[src/rtl/rom_menu_ctrl_if.sv]
// rom_menu_ctrl_if
// Groups the button inputs and the loader handshake of the ROM menu
// controller into one bundle.
//   btn_next / btn_prev / btn_load : raw, asynchronous, active-high buttons
//   sd_initialized                 : loader reports the SD card is ready
//   currentROM                     : loader reports the last completed load
//   selectedROM                    : index presented to the loader
//   doLoadRom                      : load request to the loader
//   loading                        : request outstanding
//   load_rejected                  : one-cycle refusal / timeout pulse
// modport slave is the controller side, modport master the driving side.
interface rom_menu_ctrl_if;
  logic        btn_next;
  logic        btn_prev;
  logic        btn_load;
  logic        sd_initialized;
  logic [15:0] currentROM;
  logic [15:0] selectedROM;
  logic        doLoadRom;
  logic        loading;
  logic        load_rejected;

  modport master (
    output btn_next, btn_prev, btn_load, sd_initialized, currentROM,
    input  selectedROM, doLoadRom, loading, load_rejected
  );

  modport slave (
    input  btn_next, btn_prev, btn_load, sd_initialized, currentROM,
    output selectedROM, doLoadRom, loading, load_rejected
  );
endinterface

[src/rtl/rom_menu_ctrl.sv]
// rom_menu_ctrl
// Cartridge-selection front end for the SD-to-SRAM ROM loader. Debounces
// the next/prev/load buttons, auto-repeats held next/prev keys, keeps a
// wrapped ROM index and sequences the doLoadRom/selectedROM handshake,
// freezing the index until the loader reports the new currentROM.
// Ports:
//   clk   : system clock (shared with the loader)
//   reset : asynchronous, active-high
//   bus   : rom_menu_ctrl_if.slave (buttons in, loader handshake in/out)
module rom_menu_ctrl #(
  parameter logic [15:0] NUM_ROMS        = 16'd256,
  parameter logic [19:0] DEBOUNCE_CYCLES = 20'd500000,
  parameter logic [23:0] REPEAT_DELAY    = 24'd12000000,
  parameter logic [23:0] REPEAT_RATE     = 24'd3000000,
  parameter logic [7:0]  LOAD_PULSE      = 8'd16,
  parameter logic [23:0] WAIT_TIMEOUT    = 24'd16000000,
  parameter logic        AUTOLOAD        = 1'b1
) (
  input  logic           clk,
  input  logic           reset,
  rom_menu_ctrl_if.slave bus
);

  localparam logic [1:0] ST_IDLE  = 2'd0;
  localparam logic [1:0] ST_PULSE = 2'd1;
  localparam logic [1:0] ST_WAIT  = 2'd2;

  // Button bit order everywhere: [0]=next, [1]=prev, [2]=load
  logic [2:0]  raw_s;
  logic [2:0]  sync1_r;
  logic [2:0]  sync2_r;
  logic [2:0]  deb_r;
  logic [2:0]  deb_prev_r;
  logic [19:0] deb_cnt_r [3];
  logic [2:0]  rise_s;

  logic        both_s;
  logic [23:0] rep_cnt_r [2];
  logic [1:0]  rep_phase_r;
  logic [1:0]  rep_fire_s;
  logic [1:0]  step_s;

  logic [1:0]  state_r;
  logic [1:0]  state_nxt_s;
  logic [15:0] sel_r;
  logic [15:0] sel_nxt_s;
  logic        do_load_r;
  logic        do_load_nxt_s;
  logic        loading_r;
  logic        rejected_r;
  logic        rejected_nxt_s;
  logic        armed_r;
  logic        armed_nxt_s;
  logic [7:0]  pulse_cnt_r;
  logic [7:0]  pulse_cnt_nxt_s;
  logic [23:0] wait_cnt_r;
  logic [23:0] wait_cnt_nxt_s;
  logic        load_req_s;

  assign raw_s  = {bus.btn_load, bus.btn_prev, bus.btn_next};
  assign rise_s = deb_r & ~deb_prev_r;
  assign both_s = deb_r[0] & deb_r[1];

  // Synchronize the raw buttons and debounce each one against its stable level
  always_ff @(posedge clk or posedge reset) begin
    if (reset) begin
      sync1_r    <= 3'b000;
      sync2_r    <= 3'b000;
      deb_r      <= 3'b000;
      deb_prev_r <= 3'b000;
      for (int i = 0; i < 3; i++) begin
        deb_cnt_r[i] <= 20'd0;
      end
    end else begin
      sync1_r    <= raw_s;
      sync2_r    <= sync1_r;
      deb_prev_r <= deb_r;
      for (int i = 0; i < 3; i++) begin
        // The counter only runs while the input disagrees with the level
        if (sync2_r[i] == deb_r[i]) begin
          deb_cnt_r[i] <= 20'd0;
        end else if (deb_cnt_r[i] == DEBOUNCE_CYCLES - 20'd1) begin
          deb_cnt_r[i] <= 20'd0;
          deb_r[i]     <= sync2_r[i];
        end else begin
          deb_cnt_r[i] <= deb_cnt_r[i] + 20'd1;
        end
      end
    end
  end

  // Decide repeat steps and combine them with press edges into index steps
  always_comb begin
    rep_fire_s = 2'b00;
    step_s     = 2'b00;
    for (int i = 0; i < 2; i++) begin
      if (rep_phase_r[i]) begin
        rep_fire_s[i] = deb_r[i] & ~both_s & (rep_cnt_r[i] == REPEAT_RATE);
      end else begin
        rep_fire_s[i] = deb_r[i] & ~both_s & (rep_cnt_r[i] == REPEAT_DELAY);
      end
      step_s[i] = ~both_s & (rise_s[i] | rep_fire_s[i]);
    end
  end

  // Count hold time for next/prev; counter is 0 in the press-edge cycle
  always_ff @(posedge clk or posedge reset) begin
    if (reset) begin
      rep_phase_r <= 2'b00;
      for (int i = 0; i < 2; i++) begin
        rep_cnt_r[i] <= 24'd0;
      end
    end else begin
      for (int i = 0; i < 2; i++) begin
        if (!deb_r[i] || both_s) begin
          rep_cnt_r[i]   <= 24'd0;
          rep_phase_r[i] <= 1'b0;
        end else if (rep_fire_s[i]) begin
          // Restart at 1 so the next fire lands exactly REPEAT_RATE later
          rep_cnt_r[i]   <= 24'd1;
          rep_phase_r[i] <= 1'b1;
        end else begin
          rep_cnt_r[i]   <= rep_cnt_r[i] + 24'd1;
        end
      end
    end
  end

  assign load_req_s = rise_s[2] | (armed_r & bus.sd_initialized);

  // Load FSM next-state, index arithmetic and handshake decisions
  always_comb begin
    state_nxt_s     = state_r;
    sel_nxt_s       = sel_r;
    do_load_nxt_s   = 1'b0;
    rejected_nxt_s  = 1'b0;
    armed_nxt_s     = armed_r;
    pulse_cnt_nxt_s = pulse_cnt_r;
    wait_cnt_nxt_s  = wait_cnt_r;
    case (state_r)
      ST_IDLE: begin
        pulse_cnt_nxt_s = 8'd0;
        wait_cnt_nxt_s  = 24'd0;
        // A load request takes priority and swallows any same-cycle step
        if (load_req_s) begin
          if (bus.sd_initialized) begin
            state_nxt_s   = ST_PULSE;
            do_load_nxt_s = 1'b1;
            armed_nxt_s   = 1'b0;
          end else begin
            rejected_nxt_s = 1'b1;
          end
        end else if (step_s[0]) begin
          if (sel_r >= NUM_ROMS - 16'd1) begin
            sel_nxt_s = 16'd0;
          end else begin
            sel_nxt_s = sel_r + 16'd1;
          end
        end else if (step_s[1]) begin
          if (sel_r == 16'd0) begin
            sel_nxt_s = NUM_ROMS - 16'd1;
          end else begin
            sel_nxt_s = sel_r - 16'd1;
          end
        end else begin
          sel_nxt_s = sel_r;
        end
      end
      ST_PULSE: begin
        if (pulse_cnt_r == LOAD_PULSE - 8'd1) begin
          state_nxt_s     = ST_WAIT;
          pulse_cnt_nxt_s = 8'd0;
        end else begin
          do_load_nxt_s   = 1'b1;
          pulse_cnt_nxt_s = pulse_cnt_r + 8'd1;
        end
      end
      ST_WAIT: begin
        // Minimum dwell keeps a match left over from the previous load from ending the wait early
        if ((bus.currentROM == sel_r) && (wait_cnt_r >= 24'd8)) begin
          state_nxt_s = ST_IDLE;
        end else if (!bus.sd_initialized || (wait_cnt_r == WAIT_TIMEOUT - 24'd1)) begin
          state_nxt_s    = ST_IDLE;
          rejected_nxt_s = 1'b1;
        end else begin
          wait_cnt_nxt_s = wait_cnt_r + 24'd1;
        end
      end
      default: begin
        state_nxt_s = ST_IDLE;
      end
    endcase
  end

  // Register FSM state, index and all handshake outputs
  always_ff @(posedge clk or posedge reset) begin
    if (reset) begin
      state_r     <= ST_IDLE;
      sel_r       <= 16'd0;
      do_load_r   <= 1'b0;
      loading_r   <= 1'b0;
      rejected_r  <= 1'b0;
      armed_r     <= AUTOLOAD;
      pulse_cnt_r <= 8'd0;
      wait_cnt_r  <= 24'd0;
    end else begin
      state_r     <= state_nxt_s;
      sel_r       <= sel_nxt_s;
      do_load_r   <= do_load_nxt_s;
      loading_r   <= (state_nxt_s != ST_IDLE);
      rejected_r  <= rejected_nxt_s;
      armed_r     <= armed_nxt_s;
      pulse_cnt_r <= pulse_cnt_nxt_s;
      wait_cnt_r  <= wait_cnt_nxt_s;
    end
  end

  assign bus.selectedROM   = sel_r;
  assign bus.doLoadRom     = do_load_r;
  assign bus.loading       = loading_r;
  assign bus.load_rejected = rejected_r;

endmodule

[src/flat_wrapper.sv]
// flat-port wrapper written by rule: the top's interface ports become plain ports
module rom_menu_ctrl_flat 
#(
  parameter logic [15:0] NUM_ROMS        = 16'd256,
  parameter logic [19:0] DEBOUNCE_CYCLES = 20'd500000,
  parameter logic [23:0] REPEAT_DELAY    = 24'd12000000,
  parameter logic [23:0] REPEAT_RATE     = 24'd3000000,
  parameter logic [7:0]  LOAD_PULSE      = 8'd16,
  parameter logic [23:0] WAIT_TIMEOUT    = 24'd16000000,
  parameter logic        AUTOLOAD        = 1'b1
)
  (clk, reset, bus_btn_next, bus_btn_prev, bus_btn_load, bus_sd_initialized, bus_currentROM, bus_selectedROM, bus_doLoadRom, bus_loading, bus_load_rejected);
  rom_menu_ctrl_if bus_i ();
  input  logic clk;
  input  logic reset;
  input wire logic [$bits(bus_i.btn_next)-1:0] bus_btn_next;
  input wire logic [$bits(bus_i.btn_prev)-1:0] bus_btn_prev;
  input wire logic [$bits(bus_i.btn_load)-1:0] bus_btn_load;
  input wire logic [$bits(bus_i.sd_initialized)-1:0] bus_sd_initialized;
  input wire logic [$bits(bus_i.currentROM)-1:0] bus_currentROM;
  output wire logic [$bits(bus_i.selectedROM)-1:0] bus_selectedROM;
  output wire logic [$bits(bus_i.doLoadRom)-1:0] bus_doLoadRom;
  output wire logic [$bits(bus_i.loading)-1:0] bus_loading;
  output wire logic [$bits(bus_i.load_rejected)-1:0] bus_load_rejected;
  assign bus_i.btn_next = bus_btn_next;
  assign bus_i.btn_prev = bus_btn_prev;
  assign bus_i.btn_load = bus_btn_load;
  assign bus_i.sd_initialized = bus_sd_initialized;
  assign bus_i.currentROM = bus_currentROM;
  assign bus_selectedROM = bus_i.selectedROM;
  assign bus_doLoadRom = bus_i.doLoadRom;
  assign bus_loading = bus_i.loading;
  assign bus_load_rejected = bus_i.load_rejected;
  rom_menu_ctrl #(.NUM_ROMS(NUM_ROMS), .DEBOUNCE_CYCLES(DEBOUNCE_CYCLES), .REPEAT_DELAY(REPEAT_DELAY), .REPEAT_RATE(REPEAT_RATE), .LOAD_PULSE(LOAD_PULSE), .WAIT_TIMEOUT(WAIT_TIMEOUT), .AUTOLOAD(AUTOLOAD)) u_core (.clk(clk), .reset(reset), .bus(bus_i));
endmodule
[config.mk]
export PLATFORM = sky130hd
export DESIGN_NAME = rom_menu_ctrl_flat
export DESIGN_NICKNAME = d
export VERILOG_FILES = /design/src/rtl/rom_menu_ctrl_if.sv /design/src/rtl/rom_menu_ctrl.sv /design/src/flat_wrapper.sv
export SDC_FILE = /design/constraint.sdc
export NUM_CORES = 1
export LEC_CHECK = 0
export CORE_UTILIZATION = 61
export DETAILED_ROUTE_END_ITERATION = 6
export PLACE_DENSITY_LB_ADDON = 0.1
export SLEW_MARGIN = 20
export SYNTH_ARGS = -nofsm -noshare
export SYNTH_HDL_FRONTEND = slang
export SYNTH_SLANG_ARGS = --single-unit
[constraint.sdc]
create_clock -name clk -period 15.95 [get_ports clk]
set_clock_uncertainty 0.05 [all_clocks]
set_input_delay 2.3925 -clock clk [delete_from_list [all_inputs] [get_ports clk]]
set_output_delay 2.3925 -clock clk [all_outputs]
set_load 0.005 [all_outputs]
# Word level (Yosys, flattened, before mapping)
# Index checks and enable logic that the tools add are counted.
[word_totals] regBits=176 in_bits=22 output_inout_bits=19 wordCells=130
[op_classes] addsub=9 magnitude_cmp=2 n_eq_ne=17 mux=40 bitwise_logic=20 n_reduce_logical=21
[op_table] op="24-bit two-way mux" n=6
[op_table] op="20-bit two-way mux" n=6
[op_table] op="24-bit by 1-bit adder with 24-bit output, second input constant" n=3
[op_table] op="24-bit equality test, second input constant" n=3
[op_table] op="16-bit two-way mux" n=4
[op_table] op="20-bit by 1-bit adder with 20-bit output, second input constant" n=3
[op_table] op="20-bit by 19-bit equality test with 1-bit output, second input constant" n=3
[op_table] op="24-bit by 22-bit equality test with 1-bit output, second input constant" n=2
[op_table] op="24-bit case mux with 2 select lines" n=1
[op_table] op="24-bit by 4-bit greater-or-equal comparator with 1-bit output, second input constant" n=1
[op_table] op="16-bit by 1-bit adder with 16-bit output, second input constant" n=1
[op_table] op="16-bit equality test" n=1
[op_table] op="16-bit by 8-bit greater-or-equal comparator with 1-bit output, second input constant" n=1
[op_table] op="16-bit zero test" n=1
[op_table] op="8-bit case mux with 2 select lines" n=1
[op_table] op="16-bit by 1-bit subtractor with 16-bit output, second input constant" n=1
[op_table] op="1-bit two-way mux" n=13
[op_table] op="2-bit nonzero test" n=6
[op_table] op="1-bit AND" n=10
[op_table] op="2-bit two-way mux" n=5
[op_table] op="3-bit AND reduction" n=3
[op_table] op="8-bit by 1-bit adder with 8-bit output, second input constant" n=1
[op_table] op="8-bit by 4-bit equality test with 1-bit output, second input constant" n=1
[op_table] op="8-bit two-way mux" n=1
[op_table] op="15 further kinds" n=31

# Logic depth before layout (Yosys ltp)
# Gate-level depths: netlist (run 1).
[depth] ltp_word=9 ltp_mapped=10 ltp_nobuf=9

# Worst setup path before layout (run 1)
# Ideal clock, no wire load.
[synth_timing] path_kind="input to register" startpoint="in bus_currentROM[2]" endpoint="reg u_core.wait_cnt_r[20]" setup_time_ps=132 t_arrival_ps=3745 required_ps=15768 path_slack_ps=12023 path_stages=8 n_path_buf=1 cell_sequence="xor2_1 -> nor4_1 -> nand4_1 -> o211ai_1 -> buf_2 -> nor3_1 -> xnor2_1 -> nor2_1"
[synth_via] elab_chain_cells=4
[synth_rtl] item="start: declaration" line="flat_wrapper.sv:20" text="input wire logic [$bits(bus_i.currentROM)-1:0] bus_currentROM;"
[synth_rtl] item="16-bit equality test" line="rom_menu_ctrl.sv:180" text="if ((bus.currentROM == sel_r) && (wait_cnt_r >= 24'd8)) begin"
[synth_rtl] item="1-bit logical AND" line="rom_menu_ctrl.sv:180"
[synth_rtl] item="2-bit inequality test (no source line)"
[synth_rtl] item="3-bit AND reduction (no source line)"
[synth_rtl] item="end signal: assignment" line="rom_menu_ctrl.sv:214" text="wait_cnt_r <= wait_cnt_nxt_s;"
[synth_rtl] item="end: declaration" line="rom_menu_ctrl.sv:56" text="logic [23:0] wait_cnt_r;"
# Every way passes these cells.
# A chain may end at the register's enable or synchronous reset.

# Final worst setup path (run 1)
[layout_timing] startpoint="in bus_currentROM[11]" endpoint="reg u_core.wait_cnt_r[12]"
# The elaborated chain is that of the path after synthesis.

==> metrics.md, run 1 <==
| Metric | Value |
|---|---|
| Yosys top cell by area | dfrtp_1 |
| Failing checks | DRC |
| Worst vdd ir | 0.0802 mV |
| Initial antenna violation count | 0 |
| Number of hold violations in the final report | 0 |
| Seq cells post-synth | 176 |
| Post-synth top cells | dfrtp_1, nor2_1, nand2_1 |
| Wire length per cell | roughly 16 microns |
| Status | finished with violations |
| Yosys warns | 0 |
| Cells after Synth | a little under 1000 |
| Post-route minimum period | between 4000 and 5000 ps |
| DR iter-0 viols | about 500 |
| Vias in the first global route | around 6700 |
| Clock sinks | between 150 and 200 |
| Ports | slightly above 40 |
| Register area share after synthesis | between 40% and 50% |
| Drt via density | about 5.8 |
| GPL Wtd Cong | about 0.85 |
| CTS tree | yes |
| CTS resizes | 0 |
| Yosys top cell area share | between 40 and 50% |
| Pre-CTS setup slack | 10590 ps |
| Port bufs | 40 |
| Placed insts | roughly 1200 |
| Syn Area/Cell | a little over 9 sq um |
| Total global-route track usage | 26.1% |
| Post-route ant nets | 0 |
| CP max FO | 9 |
| # setup viols final | 0 |
| Die X | ~120 microns |
| Largest net degree at the start of global routing | 110 |
| Seq. cell area | 0.00441 sq mm |
| Total die area | around 0.016 sq mm |
| Total congestion overflow | 0 |
| Leak Pwr | 4.29 nW |
| Setup WS post-layout | around 11000 ps |
| Antenna cells | 0 |
| Slew margin rel. | 35.3% |
| Hold Path Class | register to register |
| Max-slew violations | 0 |
| CTS max path bufs | 2 |
| Die Y | 125 microns |
| Layout cells sized above 1 | between 5 and 6% |
| Clk slew on worst S/H paths | 70 ps |
| Row cnt | 44 |
| Area contributors post-synth | dfrtp_1, xor2_1, nor2_1, xnor2_1, nand2_1 |
| Worst-Skew Late Latency | 440 ps |
| Worst-Margin Slew | slightly below 1000 ps |
| Power per cell area | ~86 mW/mm^2 |
| M1 GR Usage | 36.3% |
| Setup tns final | 0 ps |
| Netlist cell types | 65 |
| WP data required | between 15000 and 20000 ps |
| Data arrival time of the worst path | 4970 ps |
| DP HPWL | between 10000 and 15000 microns |
| Startpoint Class | primary input |
| Final period utilization | ~30% |
| Post-CTS setup repair buffer count | 0 |
| Area Overhead vs Synth | 11.7% |
| Most Used Layer, Global Route | met2 |
| Drt pass-1 iters | 7 |
| Mapped cell area | roughly 0.0092 sq mm |
| Detailed Route WL | roughly 19000 microns |
| Syn nets | roughly 1000 |
| DRC Markers | 2 |
| Crit end category | register |
| Total CTS buffers | 17 |
| Final Non-Filler Cells | around 1200 |
| Initial Util | a little over three fifths |
| Root Buffer Master | clkbuf_16 |
| CTS H-Tree Depth | 4 |
| NumNets Final | 1055 |
| Post-synth EDFFs | 0 |
| Crit Path Category | primary input to register |
| GR Util met3 | around 5% |
| Synth Flop Type | dfrtp_1 |
| Ys async rst share | 100% |
| Via count of the routed design | about 7000 |
| # hold bufs at CTS | 0 |
| Met2 usage | between 40% and 50% |
| Placeable Area | 0.0146 sq mm |
| First-pass GRT wire length | between 30000 and 40000 microns |
| # fillers | 1127 |
| RSZ-0062 raised after global routing | no |
| Max Fclk | between 200 and 250 MHz |
| Area of the multi-input gates | 0.00452 sq mm |
| Max Cap Viol | 0 |
| Most common cell in the synthesized netlist | dfrtp_1 |
-- layer usage --
metal / part of all wire, % / routed length (microns) / up-vias
li1: - / - / 3491
met5: 0 / 0 / -
met4: 1.7 / 322 / 0
met1: 48 / 8980 / 3392
met2: 47 / 8830 / 158
met3: 4.0 / 761 / 27
-- where the power goes --
group          total [W]  internal (W)  switching (W)
Sequential      0.000451      0.000449     0.00000233
Clock           0.000414      0.000236       0.000178
Combinational  0.0000246    0.00000848      0.0000161
Total           0.000890      0.000693       0.000196
-- final timing paths --
check,start,slack [ps],end,cells past startpoint
min,u_core.sync1_r[2],310,u_core.sync2_r[2],0
max reg2reg,u_core.bus.selectedROM[11],13020,u_core.wait_cnt_r[12],8
max in group asynchronous,reset,11920,u_core.deb_cnt_r[35],3
min in group asynchronous,reset,2500,u_core.deb_cnt_r[2],2
max,bus_currentROM[11],11210,u_core.wait_cnt_r[12],9
min reg2reg,u_core.sync1_r[2],310,u_core.sync2_r[2],0
-- placed cells by master (no fill, tap or decap), types with 4 or more instances in the layout --
cell / count
nand2b_1: 9
and4_1: 10
mux2_2: 4
ha_1: 13
and2_1: 6
nor3_1: 27
inv_6: 4
nand4_1: 31
or2_2: 9
xnor2_1: 44
a21oi_1: 41
o22ai_1: 6
xor2_1: 76
nand3_1: 56
clkbuf_16: 17
clkdlybuf4s50_1: 40
and3_1: 29
dfrtp_1: 175
mux2i_1: 4
or3_1: 16
inv_1: 36
nand2_1: 81
o211ai_1: 4
o21ai_0: 39
nor4_1: 19
o31ai_1: 8
and4b_1: 5
nand4b_1: 4
nor2_1: 155
-- stage by stage --
stage          hold WS, ps  total power [W]  area [sq um]  utilization, %
3_5_place_dp           286         0.000484          9710            66.3
6_report               311         0.000890         10300            70.3
4_1_cts                311         0.000897         10300            70.3
2_1_floorplan          281         0.000474          9220               -
3_3_place_gp           283         0.000484          9710            66.3
5_1_grt                317         0.000918         10300            70.3
-- cell type report --
cell class	instances	share of cell area [%]
well taps	184	2.24
inverters	38	1.43
repair buffers	42	4.03
flip-flops and latches	176	42.8
multi-input cells	745	43.9
clock inverters	12	1.30
clock buffers	20	4.34
-- logic make-up after synthesis --
| family | Yosys count | synth area share [%] |
|---|---|---|
| AO/OA/AOI/OAI | 124 | 8.63 |
| XOR/XNOR | 120 | 11.4 |
| adder cells (fa/ha/maj) | 13 | 1.76 |
| buffers and inverters | 72 | 3.23 |
| flip-flops | 176 | 47.8 |
| multiplexers | 8 | 0.923 |
| AND/OR/NAND/NOR | 480 | 26.3 |
-- flip-flops by register name, indices dropped and copies added (netlist names) --
register / count
u_core.bus.loading: 1
u_core.state_r: 2
u_core.deb_r: 3
u_core.bus.load_rejected: 1
u_core.bus.selectedROM: 16
u_core.rep_phase_r: 2
u_core.deb_prev_r: 3
u_core.rep_cnt_r: 48
u_core.sync1_r: 3
u_core.deb_cnt_r: 60
u_core.pulse_cnt_r: 8
u_core.wait_cnt_r: 24
u_core.armed_r: 1
u_core.sync2_r: 3
u_core.bus.doLoadRom: 1
-- worst max-delay path: stages --
cell and delay (ps):
clkdlybuf4s50_1 410, xor2_1 160, nor4_1 620, nand4_1 270, o211ai_1 510, buf_4 260, or3_1 130, xor2_1 150
nor2_1 60
No activity file was read; power rests on OpenSTA's default activity.
==> inputs of run 2 (changes only) <==
--- a/config.mk
+++ b/config.mk
@@ -5,7 +5,7 @@
 export SDC_FILE = /design/constraint.sdc
 export NUM_CORES = 1
 export LEC_CHECK = 0
-export CORE_UTILIZATION = 61
+export CORE_UTILIZATION = 55
 export DETAILED_ROUTE_END_ITERATION = 6
 export PLACE_DENSITY_LB_ADDON = 0.1
 export SLEW_MARGIN = 20
==> constraint.sdc (replaced) <==
create_clock -name clk -period 4 [get_ports clk]
set_clock_uncertainty 0.05 [all_clocks]
set_input_delay 0.6 -clock clk [delete_from_list [all_inputs] [get_ports clk]]
set_output_delay 0.6 -clock clk [all_outputs]
set_load 0.005 [all_outputs]
==> run 2 against run 1 <==
Compared with the run above: the run now ends clean; hold slack got worse by 4.8 ps; register-to-register slack worse by 12000 ps; flip-flop and latch count unchanged; setup slack worse by 10000 ps; die area is 11% higher; sequential power grew to 4.0 times the previous value; cell count increased by 2.8%; largest power group unchanged.
==> metrics.md, run 2 (synthesis gave the netlist of run 1 again) <==
| Metric | Value |
|---|---|
| Antenna cells | 0 |
| Max Fclk | 347 MHz |
| Worst-Skew Late Latency | between 400 and 500 ps |
| Ports | a little over 40 |
| Via count of the routed design | 7007 |
| Leak Pwr | 4.31 nW |
| First-pass GRT wire length | roughly 33000 microns |
| Leading cell type in the layout, fill and taps excluded | dfrtp_1 |
| Placed Area | 0.00979 sq mm |
| Die Y | approximately 130 microns |
| DR iter-0 viols | 512 |
| Total congestion overflow | 0 |
| Critical path's top delay family | simple AND/OR/NAND/NOR gates |
| Port bufs | 40 |
| Largest register FFs | 60 |
| Total global-route track usage | between 20% and 30% |
| CTS tree | yes |
| Clk slew on worst S/H paths | about 70 ps |
| CTS resizes | 0 |
| Fin area | between 0.01 and 0.015 sq mm |
| Pre-CTS setup slack | a little over 700 ps |
| # hold bufs at CTS | 0 |
| Max-slew violations | 0 |
| Biggest register | u_core.deb_cnt_r |
| Initial antenna violation count | 0 |
| # setup viols final | 0 |
| DRC Markers | 0 |
| Vias in the first global route | roughly 6700 |
| Setup WS post-layout | ~1100 ps |
| Placed insts | roughly 1200 |
| Drt via density | 5.60 |
| CTS max path bufs | 2 |
| CTS H-Tree Depth | 4 |
| Tot Pwr | 0.00360 W |
| Number of hold violations in the final report | 0 |
| WP data required | about 4300 ps |
| Clock sinks | ~180 |
| NumNets Final | roughly 1100 |
| Post-route minimum period | slightly below 3000 ps |
| Max Cap Viol | 0 |
| DP HPWL | ~13000 microns |
| Power per cell area | around 350 mW/mm^2 |
| Crit-path slowest cell | nor4_1 |
| Status | completed |
| Die X | 131 microns |
| Final Non-Filler Cells | 1251 |
| Total die area | ~0.017 sq mm |
| Placeable Area | 0.0161 sq mm |
| Data arrival time of the worst path | 3150 ps |
| Crit Path Category | primary input to register |
| Hold Path Class | register to register |
| Initial Util | between 50% and 60% |
| Number of buffers and inverters on the critical path | 1 |
| Startpoint Class | primary input |
| Wire length per cell | roughly 15 microns |
| Worst-Margin Slew | ~860 ps |
| Largest net degree at the start of global routing | 94 |
| GPL Wtd Cong | between 0.8 and 0.9 |
| Layout cells sized above 1 | roughly 5.7% |
| Area Overhead vs Synth | 12.7% |
| Row cnt | 46 |
| Root Buffer Master | clkbuf_16 |
| Total CTS buffers | 17 |
| Post-CTS setup repair buffer count | 0 |
| Largest regs | u_core.deb_cnt_r (60), u_core.rep_cnt_r (48), u_core.wait_cnt_r (24) |
| Worst vdd ir | around 0.43 mV |
| CP max FO | 13 |
| Most frequent cells in the layout | dfrtp_1, nor2_1, nand2_1, xor2_1, nand3_1 |
| Crit end category | register |
| Detailed Route WL | between 15000 and 20000 microns |
| Post-route ant nets | 0 |
| Drt pass-1 iters | 5 |
| Final period utilization | 72.1% |
| CP max stage delay | a little under 700 ps |
| Slew margin rel. | a little over two fifths |
| Crit-path cells | clkdlybuf4s50_1 > xor2_1 > nor4_1 > nand4_1 > o21a_1 > nand3_1 > nand2_1 > or2_2 |
| RSZ-0062 raised after global routing | no |
| Setup tns final | 0 ps |
run 2: changes by cell type in the layout (fill, tap and decap cells not counted):
cell / change
inv_8: +1
clkbuf_8: -1
clkinvlp_4: +1
clkbuf_1: +1
bufinv_16: +1
clkinv_2: -1
inv_6: -3
buf_12: +2
clkinv_4: +1
run 2: worst register-to-register path, delay by kind of cell, from the launching register on:
family,cells,cell delay [ps]
simple gates,5,1570
xor+xnor,1,210
compound gates,1,410
flops,1,530
run 2: worst paths after layout:
kind,start,slack [ps],cells after the start,end
min reg2reg,u_core.sync1_r[2],310,0,u_core.sync2_r[2]
max reg2reg,u_core.bus.selectedROM[7],1130,7,u_core.bus.loading
max,bus_currentROM[11],1120,8,u_core.bus.loading
min in group asynchronous,reset,510,2,u_core.deb_cnt_r[10]
max in group asynchronous,reset,2540,3,u_core.rep_cnt_r[47]
min,u_core.sync1_r[2],310,0,u_core.sync2_r[2]
run 2: final cells by class:
class	instances	area [sq um]
clock buffers	20	437
clock inverters	12	161
fillers	1339	5720
inverters	38	146
multi-input cells	745	4520
flip-flops and latches	176	4410
well taps	216	270
repair buffers	44	455
run 2: report_power, final:
group	leakage, nW	switching [W]	internal, W
clock network	0.286	0.000709	0.000990
logic	1.61	0.0000655	0.0000372
registers	2.41	0.00000863	0.00179
run 2: metal layers:
layer | track usage (%) | share of wire [%]
met2 | 36.0 | 46
met5 | 0 | 0
met3 | 5.32 | 4.0
met1 | 33.5 | 49
met4 | 4.72 | 0.73
run 2: metrics by stage:
stage / hold WS, ps / utilization, %
floorplan: 281 / -
global placement: 299 / 60.8
detailed placement: 292 / 60.8
CTS: 305 / 64.5
global route: 329 / 64.5
finish: 307 / 64.5
==> inputs of run 3 (changes only) <==
==> constraint.sdc (replaced) <==
create_clock -name clk -period 2.6 [get_ports clk]
set_clock_uncertainty 0.05 [all_clocks]
set_input_delay 0.39 -clock clk [delete_from_list [all_inputs] [get_ports clk]]
set_output_delay 0.39 -clock clk [all_outputs]
set_load 0.005 [all_outputs]
==> run 3 against run 2 <==
Compared with the run above: sequential share of layout area decreased by 1.4 points; via count is 3.9% higher; total power rose by 51%; critical path depth did not move; clock power increased by 48%; die area stayed put.
==> metrics.md, run 3 (synthesis gave the netlist of run 1 again) <==
| Metric | Value |
|---|---|
| Status | completed |
| Layout cells sized above 1 | under 10% |
| Row cnt | 46 |
| Worst-Margin Slew | just under 600 ps |
| Post-route ant nets | 0 |
| # setup viols final | 0 |
| Crit Path Category | register to register |
| Crit-path slowest cell | dfrtp_1 |
| Startpoint Class | register |
| Power per cell area | 508 mW/mm^2 |
| CTS tree | yes |
| Largest net degree at the start of global routing | 48 |
| Ports | 41 |
| Clock sinks | approximately 180 |
| Total die area | 0.0173 sq mm |
| Initial antenna violation count | 0 |
| Drt pass-1 iters | 5 |
| Root Buffer Master | clkbuf_16 |
| Total global-route track usage | 23.9% |
| Hold Path Class | register to register |
| CP max stage delay | around 420 ps |
| Worst-Skew Late Latency | between 400 and 500 ps |
| Biggest register | u_core.deb_cnt_r |
| Initial Util | ~57% |
| Post-route minimum period | about 2400 ps |
| Data arrival time of the worst path | roughly 2700 ps |
| Detailed Route WL | between 15000 and 20000 microns |
| Largest register FFs | 60 |
| Final period utilization | about 94% |
| Crit end category | register |
| Leading cell type in the layout, fill and taps excluded | dfrtp_1 |
| Total CTS buffers | 17 |
| Placeable Area | approximately 0.016 sq mm |
| CTS max path bufs | 2 |
| Port bufs | 40 |
| Largest regs | u_core.deb_cnt_r (60), u_core.rep_cnt_r (48), u_core.wait_cnt_r (24) |
| Via count of the routed design | 7282 |
| DR iter-0 viols | around 500 |
| Drt via density | 5.64 |
| Die Y | ~130 microns |
| Vias in the first global route | roughly 7000 |
| Wire length per cell | 15.0 microns |
| Most frequent cells in the layout | dfrtp_1, nor2_1, nand2_1, xor2_1, nand3_1 |
| CTS H-Tree Depth | 4 |
| RSZ-0062 raised after global routing | no |
| Number of hold violations in the final report | 0 |
| Clk slew on worst S/H paths | around 70 ps |
| Setup tns final | 0 ps |
| Area Overhead vs Synth | 16.5% |
| Max Fclk | 411 MHz |
| DP HPWL | ~14000 microns |
| Setup WS post-layout | roughly 170 ps |
| Pre-CTS setup slack | -43.7 ps |
| Die X | approximately 130 microns |
| GPL Wtd Cong | between 0.8 and 0.9 |
| DRC Markers | 0 |
| Cell mode on critical path | buf_4 |
| Crit-path cells | nor4bb_4 > nand3_1 > a211oi_2 > buf_4 > o21bai_1 > a21o_1 > buf_4 > a221o_1 |
| WP data required | between 2000 and 3000 ps |
| Total congestion overflow | 0 |
| Max Cap Viol | 0 |
| CP max FO | 9 |
| First-pass GRT wire length | about 33000 microns |
| Worst vdd ir | between 0.4 and 0.5 mV |
| Max-slew violations | 0 |
| NumNets Final | between 1000 and 1500 |
| Slew margin rel. | roughly three fifths |
| Antenna cells | 0 |
| Leak Pwr | 4.53 nW |
-- run 3: changes by cell type in the layout (fill, tap and decap cells not counted), moves of 2 or more --
cell       delta
clkinv_4      -2
bufinv_16     -2
buf_12        +3
inv_8         +2
inv_6         +3
clkbuf_1      -2
nor4bb_1      -2
buf_4        +38
-- run 3: routing by layer --
layer / GRT usage [%] / share of wire (%)
met5: 0 / 0
met4: 5.88 / 1.0
met3: 4.59 / 3.5
met2: 38.1 / 48
met1: 33.7 / 48
-- run 3: critical path, delay by kind of cell (launching register included) --
| family | cells | cell delay (ps) |
|---|---|---|
| AO/OA/AOI/OAI | 4 | 980 |
| AND/OR/NAND/NOR | 2 | 510 |
| buffers and inverters | 2 | 350 |
| flip-flops | 1 | 420 |
-- run 3: repair_timing --
item	CTS	global route
gates resized for setup	0	3
endpoints found under the setup margin	0	6
setup buffers	0	0
hold buffers	0	0
-- run 3: stage by stage --
step	cells	util (%)	hold WS [ps]	area, sq um	power [W]
floorplan	993	-	281	9220	0.00291
global placement	1260	62.9	288	10100	0.00299
detailed placement	1260	62.9	299	10100	0.00300
CTS	1292	66.5	314	10700	0.00550
global route	1292	66.6	318	10700	0.00564
finish	1292	66.6	312	10700	0.00545
-- run 3: path summary, 6_finish.rpt --
check	start	endpoint	slack, ps	cells after the start
max	u_core.rep_phase_r[1]	u_core.bus.selectedROM[10]	170	8
min	u_core.sync1_r[0]	u_core.sync2_r[0]	310	0
max reg2reg	u_core.rep_phase_r[1]	u_core.bus.selectedROM[10]	170	8
min reg2reg	u_core.sync1_r[0]	u_core.sync2_r[0]	310	0
max in group asynchronous	reset	u_core.wait_cnt_r[6]	1570	3
min in group asynchronous	reset	u_core.deb_cnt_r[43]	320	2
-- run 3: final cells by class --
cell class	count	area, sq um
tap	216	270
clock inverter	14	149
timing repair buffer	85	801
inverter	38	146
sequential	176	4410
fill	1300	5380
clock buffer	18	429
multi-input combinational	745	4540
-- run 3: power breakdown --
group	internal (W)	switching (W)	total, W
clock	0.00136	0.00116	0.00251
combinational	0.0000707	0.000103	0.000174
sequential	0.00275	0.0000130	0.00277
